===== config.mk =====
export PLATFORM = sky130hd
export DESIGN_NAME = decode_scoreboard
export DESIGN_NICKNAME = d
export VERILOG_FILES = /design/src/rtl/decode_scoreboard.sv
export SDC_FILE = /design/constraint.sdc
export NUM_CORES = 1
export LEC_CHECK = 0
export ABC_AREA = 1
export CAP_MARGIN = 20
export CORE_ASPECT_RATIO = 0.9
export CORE_UTILIZATION = 52
export DETAILED_ROUTE_END_ITERATION = 10
export PLACE_DENSITY = 0.84
export SYNTH_ARGS = -nofsm -noshare
export SYNTH_HDL_FRONTEND = slang
export SYNTH_SLANG_ARGS = --single-unit
export TNS_END_PERCENT = 5

===== constraint.sdc =====
create_clock -name clock -period 7.3 [get_ports clock]
set_clock_uncertainty 0.05 [all_clocks]
set_input_delay 1.46 -clock clock [delete_from_list [all_inputs] [get_ports clock]]
set_output_delay 1.46 -clock clock [all_outputs]
set_load 0.02 [all_outputs]

===== src/rtl/decode_scoreboard.sv =====
// Decode stage with a single instruction slot and a per-register
// pending-write scoreboard. An instruction is held in the slot until none of
// its source registers has an outstanding write. It is also held if its
// destination counter is already saturated.
module decode_scoreboard #(
    parameter int XLEN     = 32,
    parameter int NUM_REGS = 32,
    parameter int RAW      = 5,
    parameter int PEND_W   = 2
) (
    input  logic            clock,
    input  logic            reset,
    input  logic            in_valid,
    output logic            in_ready,
    input  logic [XLEN-1:0] in_insn,
    input  logic [XLEN-1:0] in_pc,
    input  logic            flush,
    input  logic            wb_valid,
    input  logic [RAW-1:0]  wb_rd,
    output logic            out_valid,
    input  logic            out_ready,
    output logic [XLEN-1:0] out_insn,
    output logic [XLEN-1:0] out_pc,
    output logic [RAW-1:0]  out_rd,
    output logic            out_we,
    output logic [31:0]     stall_cnt
);

    localparam logic [PEND_W-1:0] PEND_MAX = '1;

    localparam logic [5:0] OP_SPECIAL  = 6'b000000;
    localparam logic [5:0] OP_REGIMM   = 6'b000001;
    localparam logic [5:0] OP_J        = 6'b000010;
    localparam logic [5:0] OP_JAL      = 6'b000011;
    localparam logic [5:0] OP_BEQ      = 6'b000100;
    localparam logic [5:0] OP_BNE      = 6'b000101;
    localparam logic [5:0] OP_BLEZ     = 6'b000110;
    localparam logic [5:0] OP_BGTZ     = 6'b000111;
    localparam logic [5:0] OP_ADDIU    = 6'b001001;
    localparam logic [5:0] OP_SLTI     = 6'b001010;
    localparam logic [5:0] OP_ORI      = 6'b001101;
    localparam logic [5:0] OP_LUI      = 6'b001111;
    localparam logic [5:0] OP_SPECIAL2 = 6'b011100;
    localparam logic [5:0] OP_LB       = 6'b100000;
    localparam logic [5:0] OP_LW       = 6'b100011;
    localparam logic [5:0] OP_LBU      = 6'b100100;
    localparam logic [5:0] OP_SB       = 6'b101000;
    localparam logic [5:0] OP_SW       = 6'b101011;
    localparam logic [5:0] FN_JR       = 6'b001000;

    logic              slot_valid_q, slot_valid_d;
    logic [XLEN-1:0]   slot_insn_q, slot_insn_d;
    logic [XLEN-1:0]   slot_pc_q, slot_pc_d;
    logic [PEND_W-1:0] pend_q [NUM_REGS];
    logic [PEND_W-1:0] pend_d [NUM_REGS];
    logic [31:0]       stall_cnt_q, stall_cnt_d;

    logic [5:0]     opcode;
    logic [5:0]     funct;
    logic [RAW-1:0] rs;
    logic [RAW-1:0] rt;
    logic [RAW-1:0] rd_field;
    logic [RAW-1:0] dest;
    logic           use_rs;
    logic           use_rt;
    logic           dec_we;
    logic           write_en;
    logic           hazard;
    logic           issue;

    // Work out which source registers the held instruction reads and
    // which register it writes.
    always_comb begin
        opcode   = slot_insn_q[31:26];
        funct    = slot_insn_q[5:0];
        rs       = RAW'(slot_insn_q[25:21]);
        rt       = RAW'(slot_insn_q[20:16]);
        rd_field = RAW'(slot_insn_q[15:11]);
        use_rs   = 1'b0;
        use_rt   = 1'b0;
        dec_we   = 1'b0;
        dest     = '0;
        case (opcode)
            OP_SPECIAL: begin
                use_rs = 1'b1;
                if (funct != FN_JR) begin
                    use_rt = 1'b1;
                    dec_we = 1'b1;
                    dest   = rd_field;
                end
            end
            OP_SPECIAL2: begin
                use_rs = 1'b1;
                use_rt = 1'b1;
                dec_we = 1'b1;
                dest   = rd_field;
            end
            OP_SW, OP_SB, OP_BEQ, OP_BNE: begin
                use_rs = 1'b1;
                use_rt = 1'b1;
            end
            OP_REGIMM, OP_BLEZ, OP_BGTZ: begin
                use_rs = 1'b1;
            end
            OP_LW, OP_LB, OP_LBU, OP_ADDIU, OP_SLTI, OP_ORI: begin
                use_rs = 1'b1;
                dec_we = 1'b1;
                dest   = rt;
            end
            OP_LUI: begin
                dec_we = 1'b1;
                dest   = rt;
            end
            OP_JAL: begin
                dec_we = 1'b1;
                dest   = RAW'(31);
            end
            default: begin
            end
        endcase
    end

    // Hazard detection and the handshakes on both sides of the slot.
    // A flush blocks issue, so an occupied slot cannot accept a new
    // instruction while a flush is active.
    always_comb begin
        write_en  = slot_valid_q && dec_we && (dest != '0);
        hazard    = (use_rs && (pend_q[rs] != '0))
                 || (use_rt && (pend_q[rt] != '0))
                 || (write_en && (pend_q[dest] == PEND_MAX));
        out_valid = slot_valid_q && !hazard && !flush;
        issue     = out_valid && out_ready;
        in_ready  = !slot_valid_q || issue;
        out_we    = write_en;
        out_rd    = dest;
        out_insn  = slot_insn_q;
        out_pc    = slot_pc_q;
        stall_cnt = stall_cnt_q;
    end

    // Slot contents: a flush wins and discards anything fetched in the same cycle.
    always_comb begin
        slot_valid_d = slot_valid_q;
        slot_insn_d  = slot_insn_q;
        slot_pc_d    = slot_pc_q;
        if (flush) begin
            slot_valid_d = 1'b0;
        end else if (in_valid && in_ready) begin
            slot_valid_d = 1'b1;
            slot_insn_d  = in_insn;
            slot_pc_d    = in_pc;
        end else if (issue) begin
            slot_valid_d = 1'b0;
        end
    end

    // Pending counters: issue increments and retirement decrements.
    // When both hit one register, the counter is left alone.
    always_comb begin
        pend_d    = pend_q;
        pend_d[0] = '0;
        for (int i = 1; i < NUM_REGS; i++) begin
            if (issue && write_en && (dest == RAW'(i))
                && !(wb_valid && (wb_rd == RAW'(i)))) begin
                pend_d[i] = pend_q[i] + PEND_W'(1);
            end else if (wb_valid && (wb_rd == RAW'(i)) && (pend_q[i] != '0)
                && !(issue && write_en && (dest == RAW'(i)))) begin
                pend_d[i] = pend_q[i] - PEND_W'(1);
            end
        end
    end

    // Count the cycles in which a held instruction is blocked by a hazard.
    always_comb begin
        stall_cnt_d = stall_cnt_q;
        if (slot_valid_q && hazard && !flush && (stall_cnt_q != 32'hFFFF_FFFF)) begin
            stall_cnt_d = stall_cnt_q + 32'd1;
        end
    end

    // State registers; reset empties the slot and forgets all pending writes.
    always_ff @(posedge clock or posedge reset) begin
        if (reset) begin
            slot_valid_q <= 1'b0;
            slot_insn_q  <= '0;
            slot_pc_q    <= '0;
            stall_cnt_q  <= '0;
            for (int i = 0; i < NUM_REGS; i++) begin
                pend_q[i] <= '0;
            end
        end else begin
            slot_valid_q <= slot_valid_d;
            slot_insn_q  <= slot_insn_d;
            slot_pc_q    <= slot_pc_d;
            stall_cnt_q  <= stall_cnt_d;
            pend_q       <= pend_d;
        end
    end

endmodule


After elaboration in Yosys (flattened, before gate mapping)
Index checks and enable logic that the tools add are counted.

word-level totals
  bits in registers = 159
  word-level logic and storage cells = 574

operators by class
  add/subtract/negate cells = 63
  $lt $le $gt $ge = 3
  equal/unequal tests = 81
  mux-type cells = 80
  bitwise logic cells = 4
  reductions and logical operators = 308

operators with widths
  operator                 number
  $logic_and A1 B1 Y1      168
  $eq A5 B5 Y1 const B     32
  $mux W2                  68
  $reduce_bool A2 Y1       64
  $eq A5 B4 Y1 const B     16
  $logic_not A1 Y1         65
  $add A2 B1 Y2 const B    31
  $sub A2 B1 Y2 const B    31
  $eq A5 B3 Y1 const B     8
  $add A32 B1 Y32 const B  1
  $ne A32 B32 Y1 const B   1
  $bmux W2 S5              3
  $eq A6 B6 Y1 const B     5
  $eq A6 B3 Y1 const B     4
  $eq A6 B4 Y1 const B     4
  $eq A5 B2 Y1 const B     4
  $pmux W5 S4              1
  $ge A6 B6 Y1 const B     3
  $not A5 Y6               3
  $reduce_or A15 Y1        1
  $eq A5 B1 Y1 const B     2
  $reduce_or A9 Y1         1
  $reduce_or A7 Y1         1
  $eq A6 B1 Y1 const B     1
  14 further kinds         21

Depth between registers and ports, before layout
Gate-level depths: netlist of the first run.

  depth in word-level cells = 20
  depth in mapped cells = 28

Worst setup path after synthesis of the first run
Ideal clock, no wire load.

  kind = register -> output
  start = register slot_insn_q[29], in the netlist out_insn[29]
  end = output in_ready
  arrival = 2.372 ns
  data required time = 5.790 ns
  setup slack = 3.418 ns
  stages on the path, launching flop included = 18
  path buffers = 0
  cells stage by stage = dfrtp_1 -> nor2_1 -> nand3_1 -> nand2_1 -> inv_2 -> nand2_2 -> o21ai_1 -> nand2_1 -> nand2_1 -> inv_1 -> nand2_1 -> nand2_1 -> nor2_1 -> nand3_1 -> nand2_1 -> nand2_2 -> nand4_2 -> nand2_2

on the way
  longest elaborated chain between the ends = 15

ends and longest elaborated chain
  item                                          line  text
  start, declared                               52    logic [XLEN-1:0] slot_insn_q, slot_insn_d;
  start signal, assigned                        193   slot_insn_q <= slot_insn_d;
  $eq A6 B4 Y1 or $eq A6 B6 Y1 (tied branches)  83    case (opcode)
  $reduce_or A7 Y1 (no line)                    --
  $pmux W5 S4 *                                 83
  via out_rd[3]                                 24    output logic [RAW-1:0] out_rd,
  $not A5 Y6 (not written as such)              130   || (write_en && (pend_q[dest] == PEND_MAX));
  $bmux W2 S5                                   130
  $mux W2 (not written as such) (2 in series)   130
  $eq A2 B2 Y1                                  130
  $logic_and A1 B1 Y1 *                         130
  $logic_or A1 B1 Y1 *                          130
  $logic_not A1 Y1 *                            131   out_valid = slot_valid_q && !hazard && !flush;
  $logic_and A1 B1 Y1 * (2 in series)           131
  $logic_and A1 B1 Y1 *                         132   issue = out_valid && out_ready;
  $logic_or A1 B1 Y1 *                          133   in_ready = !slot_valid_q || issue;
  end, declared                                 14    output logic in_ready,

The timed path passes the listed nets; every way through them passes the cells marked *. The select of a mux whose other input is x is not followed.

Worst setup path after layout of the first run
  start = register slot_insn_q[29], in the netlist out_insn[29]
  end = output in_ready

on the way
  longest elaborated chain between the ends = 15

ends and longest elaborated chain
  item                                          line
  $eq A6 B4 Y1 or $eq A6 B6 Y1 (tied branches)  83
  $reduce_or A7 Y1 (no line)                    --
  $pmux W5 S4                                   83
  $not A5 Y6 (not written as such)              130
  $bmux W2 S5                                   130
  $mux W2 (not written as such) (2 in series)   130
  $eq A2 B2 Y1                                  130
  $logic_and A1 B1 Y1                           130
  $logic_or A1 B1 Y1 *                          130
  $logic_not A1 Y1 *                            131
  $logic_and A1 B1 Y1 * (2 in series)           131
  $logic_and A1 B1 Y1 *                         132
  $logic_or A1 B1 Y1 *                          133

Mark *: on every way between the ends. The rest lies on a longest branch, timed or not. The select of a mux whose other input is x is not followed.

==> flow_summary.yaml, run 1 <==
setup_path:
  crit_arrival_ns: 3.90
  timing.critical_path.to_type: "primary output"
  reg2regPathDepth: 18
  criticalPathCategory: "reg -> out"
  timing.critical_path.from_type: "flip-flop"
  critical_path_peak_fanout: 23
  regToRegSetupSlack_ns: 3.11
  critical_path.reg2reg.endpoint: "out_pc[13]$_DFFE_PP0P_"
  timing.rr.start: "out_insn[29]$_DFFE_PP0P_"
  critical_path_required_ns: 5.79
timing:
  final_hold_viol_count: 0
  post-route-period-util_pct: 74.1
  final_period_minus_worst_setup_slack_ns: 5.41
  worst_slew_pin_slew_ns: 0.944
  fin_worst_hold_slack_ns: 0.443
  timing.slew.headroom_pct: 37.0
  setup_viol_count_final: 0
  final-max-slew-violation-count: 0
  timing.fmax_ghz: 0.185
  setup_repair_after_global_routing_missed_its_margin: "no"
  setup-tns-final_ns: 0
power:
  p_leak_nw: 5.74
  total_power_per_unit_cell_area_nw_per_um2: 255
  vdd_ir_drop_max_uv: 176
grt:
  grt_first_pass_wirelength_um: 48300
  first_global_vias: 8963
  antenna_violations_before_repair: 0
  grt_util_all_layers_pct: 34.1
  globalRouteOverflowTotal: 0
  largest_net_degree_at_the_start_of_global_routing: 90
clock_tree:
  ctsHoldBuffers: 0
  cts-htree-levels: 4
  clk-insertion-delay-late_ns: 0.45
  cts-resized-gates: 0
  cts_tree: "done"
  post_cts_buffers: 0
  cts.clk_slew.worst_paths_ns: 0.07
  ctsRootBufferMaster: "clkbuf_16"
  cts-buffers-inserted: 17
  cts_sinks: 159
  cts_max_path_buffers: 2
die:
  die_y_um: 130
  ios: 179
  floorplan.rows: 46
  initial_core_utilization_pct: 53.3
  dieArea_um2: 18700
  fp.dieW_um: 144
  placeableCoreArea_um2: 17700
logic_synthesis:
  async_flop_share_pct: 100
  yosysUniqueCellTypes: 46
  yosys_register_bits: 159
  post_synthesis_cell_area_um2: 9450
  ys_warn_count: 0
  synthesis.area_per_instance_um2: 7.40
  synth_cells: 1277
  syn_nets: 1353
  dominantRegCellSynth: "dfrtp_1"
  synth.yosys.seq_area_share_pct: 42.1
  synth-edff-count: 0
finish:
  post_route_cells_drive_above_1_share_pct: 4.77
  syn_to_final_growth_pct: 27.2
  n_antenna_cell: 0
  number_of_nets_at_the_end_of_the_flow: 1529
min_path:
  class_of_the_most_critical_hold_timing_path: "reg -> reg"
  hp-start: "out_pc[21]$_DFFE_PP0P_"
  min_delay_path_depth: 1
  holdPathEnd: "out_pc[21]$_DFFE_PP0P_"
route:
  post_drt_wl_per_cell_um: 17.9
  ant_nets: 0
  metal2_wl_um: 14100
  drt_drc_violations_left: 0
  detail_route.wirelength.met1_um: 12700
  met3WireLength_um: 3020
  first_pass_iters: 6
  finalWirelength_um: 30500
  detailroute.via_count: 9506
  initialDrtViolationCount: 1032
  top_signal_layer_used: "met4"
  vias_per_cell: 5.57
placement:
  routabilityCongestion: 1.02
  portBuffers: 178
  place_hpwl_um: 22900
outcome:
  outcome: "finished, final reports clean"
job:
  number_of_maximum_capacitance_constraint_violations: 0
synthesized netlist by cell type, drive strengths merged (3+ instances only):
| master | instances | share of area, % |
|---|---|---|
| buf | 19 | 1.6 |
| xor2 | 35 | 3.2 |
| o22ai | 8 | 0.53 |
| mux2 | 48 | 5.7 |
| o2111ai | 4 | 0.37 |
| nor4 | 3 | 0.20 |
| nand3 | 98 | 5.2 |
| a41oi | 3 | 0.28 |
| nand2 | 392 | 16 |
| nor3 | 29 | 1.6 |
| o211ai | 4 | 0.32 |
| dfrtp | 159 | 42 |
| nor2 | 176 | 7.2 |
| o31ai | 3 | 0.24 |
| o21ai | 41 | 2.2 |
| nand4 | 12 | 0.99 |
| xnor2 | 14 | 1.3 |
| clkbuf | 5 | 0.20 |
| a21oi | 49 | 2.6 |
| or2 | 5 | 0.33 |
| inv | 145 | 5.8 |
| nand3b | 10 | 0.79 |
report_power, final:
group          leakage, nW  switching [mW]  total, mW  internal, mW
clock network        0.302           0.432      0.926         0.494
logic                 3.44           0.587      0.960         0.373
registers             2.00           0.155       1.18          1.03
per-stage QoR:
| step | power (mW) | std cells | cell area [um^2] | setup WS (ns) | util, % |
|---|---|---|---|---|---|
| 2_1_floorplan | 1.73 | 1277 | 9450 | 1.50 | - |
| 3_3_place_gp | 2.11 | 1673 | 11400 | 2.60 | 64.2 |
| 3_5_place_dp | 2.13 | 1673 | 11400 | 2.49 | 64.2 |
| 4_1_cts | 3.07 | 1705 | 12000 | 1.96 | 67.7 |
| 5_1_grt | 3.21 | 1706 | 12000 | 1.57 | 67.8 |
| 6_report | 3.07 | 1706 | 12000 | 1.89 | 67.8 |
worst max-delay path by stage:
| stage | slack (ns) | from | to | depth (start not counted) |
|---|---|---|---|---|
| final | 1.89 | out_insn[29]$_DFFE_PP0P_ | in_ready | 17 |
| after global routing | 1.57 | out_insn[29]$_DFFE_PP0P_ | in_ready | 17 |
| after CTS | 1.96 | out_insn[29]$_DFFE_PP0P_ | in_ready | 17 |
| after detailed placement | 2.49 | out_insn[27]$_DFFE_PP0P_ | in_ready | 17 |
| after global placement | 2.60 | out_insn[27]$_DFFE_PP0P_ | in_ready | 18 |
| after floorplan | 1.50 | reset | out_insn[0]$_DFFE_PP0P_ | 1 |
critical path: stages (launching register included):
cell,delay (ns)
dfrtp_1,0.43
nor2_1,0.31
nand2_1,0.12
nor2_1,0.14
nand2_1,0.12
nand2_2,0.15
o21ai_0,0.10
a21boi_1,0.14
buf_4,0.23
inv_1,0.43
nand2_1,0.10
nor2_1,0.12
nand3_1,0.09
nand2_1,0.09
nand2_2,0.08
nand4_2,0.12
nand2_2,0.10
clkdlybuf4s50_1,0.58
layer usage:
metal / track usage [%] / vias up
li1: - / 4466
met1: 45.5 / 4490
met2: 54.8 / 485
met3: 9.10 / 65
met4: 9.01 / 0
met5: 0 / -
flip-flops by register name, indices dropped and copies added (netlist names):
register	flops
slot_valid_q	1
out_insn	32
stall_cnt	32
out_pc	32
pend_q	62
area by class of cell:
class                           instances  area, um^2
Tap cell                              240         300
Timing Repair Buffer                  181        1820
Multi-Input combinational cell        947        4750
Fill cell                            1450        5710
Clock buffer                           17         425
Sequential cell                       159        3980
Clock inverter                         15         189
Inverter                              147         557
placed cells by master (no fill, tap or decap), types with 3 or more instances in the layout:
master           instances
nand4_1                  9
inv_8                    4
a41oi_1                  3
clkdlybuf4s50_1        178
inv_1                  139
o21ai_1                 13
clkinv_8                 4
nor2_2                   4
xor2_1                  35
inv_6                    5
nand2_1                382
inv_2                    5
dfrtp_1                159
nand2_2                  5
o21ai_0                 28
o31ai_1                  3
mux2_2                   9
nor4_1                   3
nor3_1                  28
xnor2_1                 14
o211ai_1                 4
clkbuf_16               17
mux2_1                  39
o2111ai_1                4
nor2_1                 171
nand3b_1                10
nand3_1                 98
nand2_4                  5
nand4_2                  3
a21oi_1                 49
o22ai_1                  8
kinds of logic (layout without fill, tap and decap cells):
group                      Yosys count  after routing  share of synthesized area, %
buffers and inverters              171            360                          7.68
muxes                               48             48                          5.72
xor gates and xnor gates            49             49                          4.54
AOI/OAI and AO/OA                  123            123                          7.45
DFF                                159            159                          42.1
adders and majority gates            1              1                         0.132
and+or+nand+nor                    726            726                          32.4
Power figures use the tool's default switching activity.
==> run 2: changes to the inputs <==
==> constraint.sdc (replaced) <==
create_clock -name clock -period 5.45 [get_ports clock]
set_clock_uncertainty 0.05 [all_clocks]
set_input_delay 1.09 -clock clock [delete_from_list [all_inputs] [get_ports clock]]
set_output_delay 1.09 -clock clock [all_outputs]
set_load 0.02 [all_outputs]
==> run 2 against run 1 <==
Effect of this change: final area fell by 0.11%; largest cell class unchanged; setup slack got worse by 1.5 ns; largest power group unchanged; total power rose by 33%; clock-buffer cell count rose by 1; highest routed layer unchanged; die area did not move.
==> flow_summary.yaml, run 2 (synthesized netlist as in run 1, its figures left out) <==
min_path:
  class_of_the_most_critical_hold_timing_path: "reg -> reg"
die:
  initial_core_utilization_pct: 53.3
  floorplan.rows: 46
  fp.dieW_um: 144
  dieArea_um2: 18700
  ios: 179
  placeableCoreArea_um2: 17700
  die_y_um: 130
clock_tree:
  cts.clk_slew.worst_paths_ns: 0.07
  ctsRootBufferMaster: "clkbuf_16"
  cts_tree: "done"
  cts_sinks: 159
  cts_max_path_buffers: 2
  cts-buffers-inserted: 17
  cts-htree-levels: 4
  cts-resized-gates: 0
  ctsHoldBuffers: 0
  clk-insertion-delay-late_ns: 0.44
  post_cts_buffers: 0
timing:
  post-route-period-util_pct: 92.5
  final_hold_viol_count: 0
  setup-tns-final_ns: 0
  worst_slew_pin_slew_ns: 0.940
  timing.fmax_ghz: 0.198
  timing.slew.headroom_pct: 37.3
  final-max-slew-violation-count: 0
  setup_viol_count_final: 0
  final_period_minus_worst_setup_slack_ns: 5.04
  setup_repair_after_global_routing_missed_its_margin: "no"
grt:
  largest_net_degree_at_the_start_of_global_routing: 103
  grt_first_pass_wirelength_um: 47100
  globalRouteOverflowTotal: 0
  antenna_violations_before_repair: 0
  first_global_vias: 8924
  grt_util_all_layers_pct: 33.5
route:
  vias_per_cell: 5.54
  post_drt_wl_per_cell_um: 17.8
  detailroute.via_count: 9461
  first_pass_iters: 9
  finalWirelength_um: 30400
  ant_nets: 0
  initialDrtViolationCount: 1051
  drt_drc_violations_left: 0
setup_path:
  crit_path_max_incr_delay_ns: 0.65
  timing.critical_path.from_type: "flip-flop"
  crit_arrival_ns: 3.90
  critical_path_required_ns: 4.31
  critical_path_peak_fanout: 28
  cp_slowest_cell: "clkdlybuf4s50_1"
  timing.critical_path.to_type: "primary output"
  criticalPathCategory: "reg -> out"
  regToRegSetupSlack_ns: 1.33
  worstPathCellList: "nor2_1, nand2_1, nor2_1, nand2_1, nand2_2, nand2_4, nand2_4, nand2_2, inv_1, o21ai_0, nand2_1, o21ai_1, nand3_1, nand2_1, nand2_2, nand4_2, nand2_2, clkdlybuf4s50_1"
power:
  total_power_per_unit_cell_area_nw_per_um2: 341
  p_leak_nw: 5.73
  vdd_ir_drop_max_uv: 238
  design_power_total_mw: 4.09
finish:
  layout.cells.most_common_list: "nand2_1 (382), clkdlybuf4s50_1 (178), nor2_1 (171), dfrtp_1 (159), inv_1 (139)"
  largest_register: "pend_q"
  post_route_cells_drive_above_1_share_pct: 4.84
  n_antenna_cell: 0
  mostFrequentLayoutCell: "nand2_1"
  num-fill-cells: 1392
  seqCellArea_um2: 3980
  number_of_nets_at_the_end_of_the_flow: 1531
  multi_input_logic_area_um2: 4750
  syn_to_final_growth_pct: 27.0
  largest_reg_flops: 62
outcome:
  outcome: "finished, final reports clean"
job:
  number_of_maximum_capacitance_constraint_violations: 0
placement:
  place_hpwl_um: 23000
  portBuffers: 178
  routabilityCongestion: 0.972
## run 2: cell types whose count changed in the layout (fill, tap and decap cells not counted), sizes merged
cell | previous run | this run
inv | 153 | 152
clkbuf | 17 | 18
buf | 3 | 5
clkinvlp | 0 | 2
clkinv | 8 | 6
## run 2: worst paths after layout
| check | start | endpoint | cells after the start |
|---|---|---|---|
| setup / recovery | out_insn[27]$_DFFE_PP0P_ | in_ready | 18 |
| hold reg to reg | pend_q[43]$_DFFE_PP0P_ | pend_q[43]$_DFFE_PP0P_ | 2 |
| min in group asynchronous | reset | out_pc[14]$_DFFE_PP0P_ | 2 |
| hold / removal | pend_q[43]$_DFFE_PP0P_ | pend_q[43]$_DFFE_PP0P_ | 2 |
| max in group asynchronous | reset | pend_q[60]$_DFFE_PP0P_ | 3 |
| setup reg to reg | out_insn[27]$_DFFE_PP0P_ | stall_cnt[24]$_DFFE_PP0P_ | 21 |
## run 2: stage by stage
step                      hold slack, ns  util (%)  setup slack, ns  instances  instance area [um^2]
final                              0.429      67.7            0.406       1708                 12000
after global routing               0.455      67.7           0.0978       1708                 12000
after CTS                          0.434      67.7            0.508       1708                 12000
after detailed placement           0.414      64.4             1.03       1676                 11400
after global placement             0.408      64.4             1.12       1676                 11400
after floorplan                    0.391         -           0.0184       1277                  9450
## run 2: cell type report
cell class	instances	area share (%)
clock buffers	18	3.57
repair buffers	183	15.2
flip-flops and latches	159	33.1
clock inverters	14	1.41
multi-input cells	947	39.6
inverters	147	4.64
well taps	240	2.50
## run 2: power breakdown
part           leakage (nW)  switching (mW)  internal, mW
clock network         0.286           0.568         0.655
registers              2.00           0.207          1.38
logic                  3.45           0.782         0.502
## run 2: critical path: cells and delay by family (launching register included)
kind,cells,cell delay [ns]
simple gates,14,2.02
buf+inv,2,0.76
flops,1,0.44
compound gates,2,0.21
## run 2: per-layer routing
metal  track usage, %  vias up  wire [um]  share of wire, %
li1                 -     4460          -                 -
met1             42.6     4443      12300                41
met2             54.3      477      14300                47
met3             10.2       81       3020               9.9
met4             11.3        0        788               2.6
met5                0        -          0                 0
==> run 3: changes to the inputs <==
--- a/config.mk
+++ b/config.mk
@@ -10,7 +10,7 @@
 export CORE_ASPECT_RATIO = 0.9
 export CORE_UTILIZATION = 52
 export DETAILED_ROUTE_END_ITERATION = 10
-export PLACE_DENSITY = 0.84
+export PLACE_DENSITY = 0.89
 export SYNTH_ARGS = -nofsm -noshare
 export SYNTH_HDL_FRONTEND = slang
 export SYNTH_SLANG_ARGS = --single-unit
==> run 3 against run 2 <==
Effect of this change: flip-flop and latch count is the same; setup slack lost 0.078 ns; critical path type unchanged; register-to-register slack got worse by 0.31 ns; critical endpoint unchanged.
==> flow_summary.yaml, run 3 (synthesized netlist as in run 1, its figures left out) <==
die:
  floorplan.rows: 46
  ios: 179
  fp.dieW_um: 144
  dieArea_um2: 18700
  placeableCoreArea_um2: 17700
  initial_core_utilization_pct: 53.3
  die_y_um: 130
clock_tree:
  cts-htree-levels: 4
  ctsHoldBuffers: 0
  cts_sinks: 159
  cts.clk_slew.worst_paths_ns: 0.07
  cts_max_path_buffers: 2
  cts-buffers-inserted: 17
  cts-resized-gates: 0
  ctsRootBufferMaster: "clkbuf_16"
  clk-insertion-delay-late_ns: 0.45
  cts_tree: "done"
  post_cts_buffers: 0
route:
  drt_drc_violations_left: 0
  detailroute.via_count: 9745
  initialDrtViolationCount: 1208
  finalWirelength_um: 31900
  post_drt_wl_per_cell_um: 18.6
  vias_per_cell: 5.71
  first_pass_iters: 6
  ant_nets: 0
grt:
  first_global_vias: 9557
  grt_util_all_layers_pct: 35.3
  antenna_violations_before_repair: 0
  globalRouteOverflowTotal: 0
  grt_first_pass_wirelength_um: 50100
  largest_net_degree_at_the_start_of_global_routing: 108
timing:
  final_hold_viol_count: 0
  setup-tns-final_ns: 0
  post-route-period-util_pct: 94.0
  final_period_minus_worst_setup_slack_ns: 5.12
  fin_worst_hold_slack_ns: 0.434
  setup_repair_after_global_routing_missed_its_margin: "no"
  final-max-slew-violation-count: 0
  timing.fmax_ghz: 0.195
  setup_viol_count_final: 0
  timing.slew.headroom_pct: 34.0
  worst_slew_pin_slew_ns: 0.990
finish:
  largest_reg_flops: 62
  post_route_cells_drive_above_1_share_pct: 4.90
  layout.cells.most_common_list: "nand2_1 (382), clkdlybuf4s50_1 (178), nor2_1 (171), dfrtp_1 (159), inv_1 (139)"
  n_antenna_cell: 0
  mostFrequentLayoutCell: "nand2_1"
  largest_register: "pend_q"
  number_of_nets_at_the_end_of_the_flow: 1531
  finalCoreUtilization_pct: 67.7
  num-fill-cells: 1400
  syn_to_final_growth_pct: 27.0
power:
  vdd_ir_drop_max_uv: 281
  total_power_per_unit_cell_area_nw_per_um2: 342
  p_leak_nw: 5.74
min_path:
  class_of_the_most_critical_hold_timing_path: "reg -> reg"
setup_path:
  critical_path_required_ns: 4.31
  critical_path_peak_fanout: 28
  timing.critical_path.from_type: "flip-flop"
  timing.critical_path.to_type: "primary output"
  crit_arrival_ns: 3.98
  worstPathCellList: "nand2_1, inv_1, nand3_1, nand2_1, nor2_1, nand2_2, nand2_4, nand2_4, nor2_2, nand3_1, nand2_1, inv_1, nand2_2, nand4_2, nand2_2, clkdlybuf4s50_1"
  crit_path_max_incr_delay_ns: 0.65
  criticalPathCategory: "reg -> out"
  cp_slowest_cell: "clkdlybuf4s50_1"
placement:
  portBuffers: 178
  routabilityCongestion: 1.02
  place_hpwl_um: 22900
outcome:
  outcome: "finished, final reports clean"
job:
  number_of_maximum_capacitance_constraint_violations: 0
-- run 3: power by group --
part	internal (mW)	switching, mW	leakage (nW)
Clock	0.628	0.585	0.290
Combinational	0.502	0.797	3.45
Sequential	1.38	0.217	2.00
Total	2.51	1.60	5.74
-- run 3: worst max-delay path: cells and delay by family (launching register included) --
kind	cells	cell delay [ns]
buffers and inverters	3	0.88
DFF	1	0.45
and+or+nand+nor	13	2.19
-- run 3: routing by layer --
| layer | up-vias | GRT usage, % | wire length, um |
|---|---|---|---|
| met4 | 0 | 15.2 | 1250 |
| met3 | 110 | 11.9 | 3660 |
| met5 | - | 0 | 0 |
| li1 | 4455 | - | - |
| met1 | 4603 | 42.8 | 12000 |
| met2 | 577 | 57.4 | 14900 |
-- run 3: final timing paths --
check,startpoint,endpoint,slack (ns),depth (start not counted)
min in group asynchronous,reset,stall_cnt[4]$_DFFE_PP0P_,1.18,2
worst min register to register,pend_q[43]$_DFFE_PP0P_,pend_q[43]$_DFFE_PP0P_,0.43,2
worst min-delay path,pend_q[43]$_DFFE_PP0P_,pend_q[43]$_DFFE_PP0P_,0.43,2
worst max register to register,out_insn[26]$_DFFE_PP0P_,pend_q[61]$_DFFE_PP0P_,1.02,19
max in group asynchronous,reset,out_pc[3]$_DFFE_PP0P_,3.17,3
worst max-delay path,out_insn[26]$_DFFE_PP0P_,in_ready,0.33,16
-- run 3: cell type report --
class	count	area (um^2)	share of cell area [%]
Timing Repair Buffer	183	1820	15.1
Sequential cell	159	3980	33.1
Tap cell	240	300	2.50
Inverter	147	557	4.64
Clock inverter	14	161	1.34
Multi-Input combinational cell	947	4750	39.6
Clock buffer	18	439	3.66
-- run 3: metrics by stage --
step | instances | area (um^2) | setup WS [ns] | total power [mW]
after floorplan | 1277 | 9450 | 0.0184 | 2.31
after global placement | 1676 | 11400 | 1.09 | 2.81
after detailed placement | 1676 | 11400 | 1.05 | 2.85
after CTS | 1708 | 12000 | 0.474 | 4.09
after global routing | 1708 | 12000 | 0.0979 | 4.29
final | 1708 | 12000 | 0.328 | 4.11
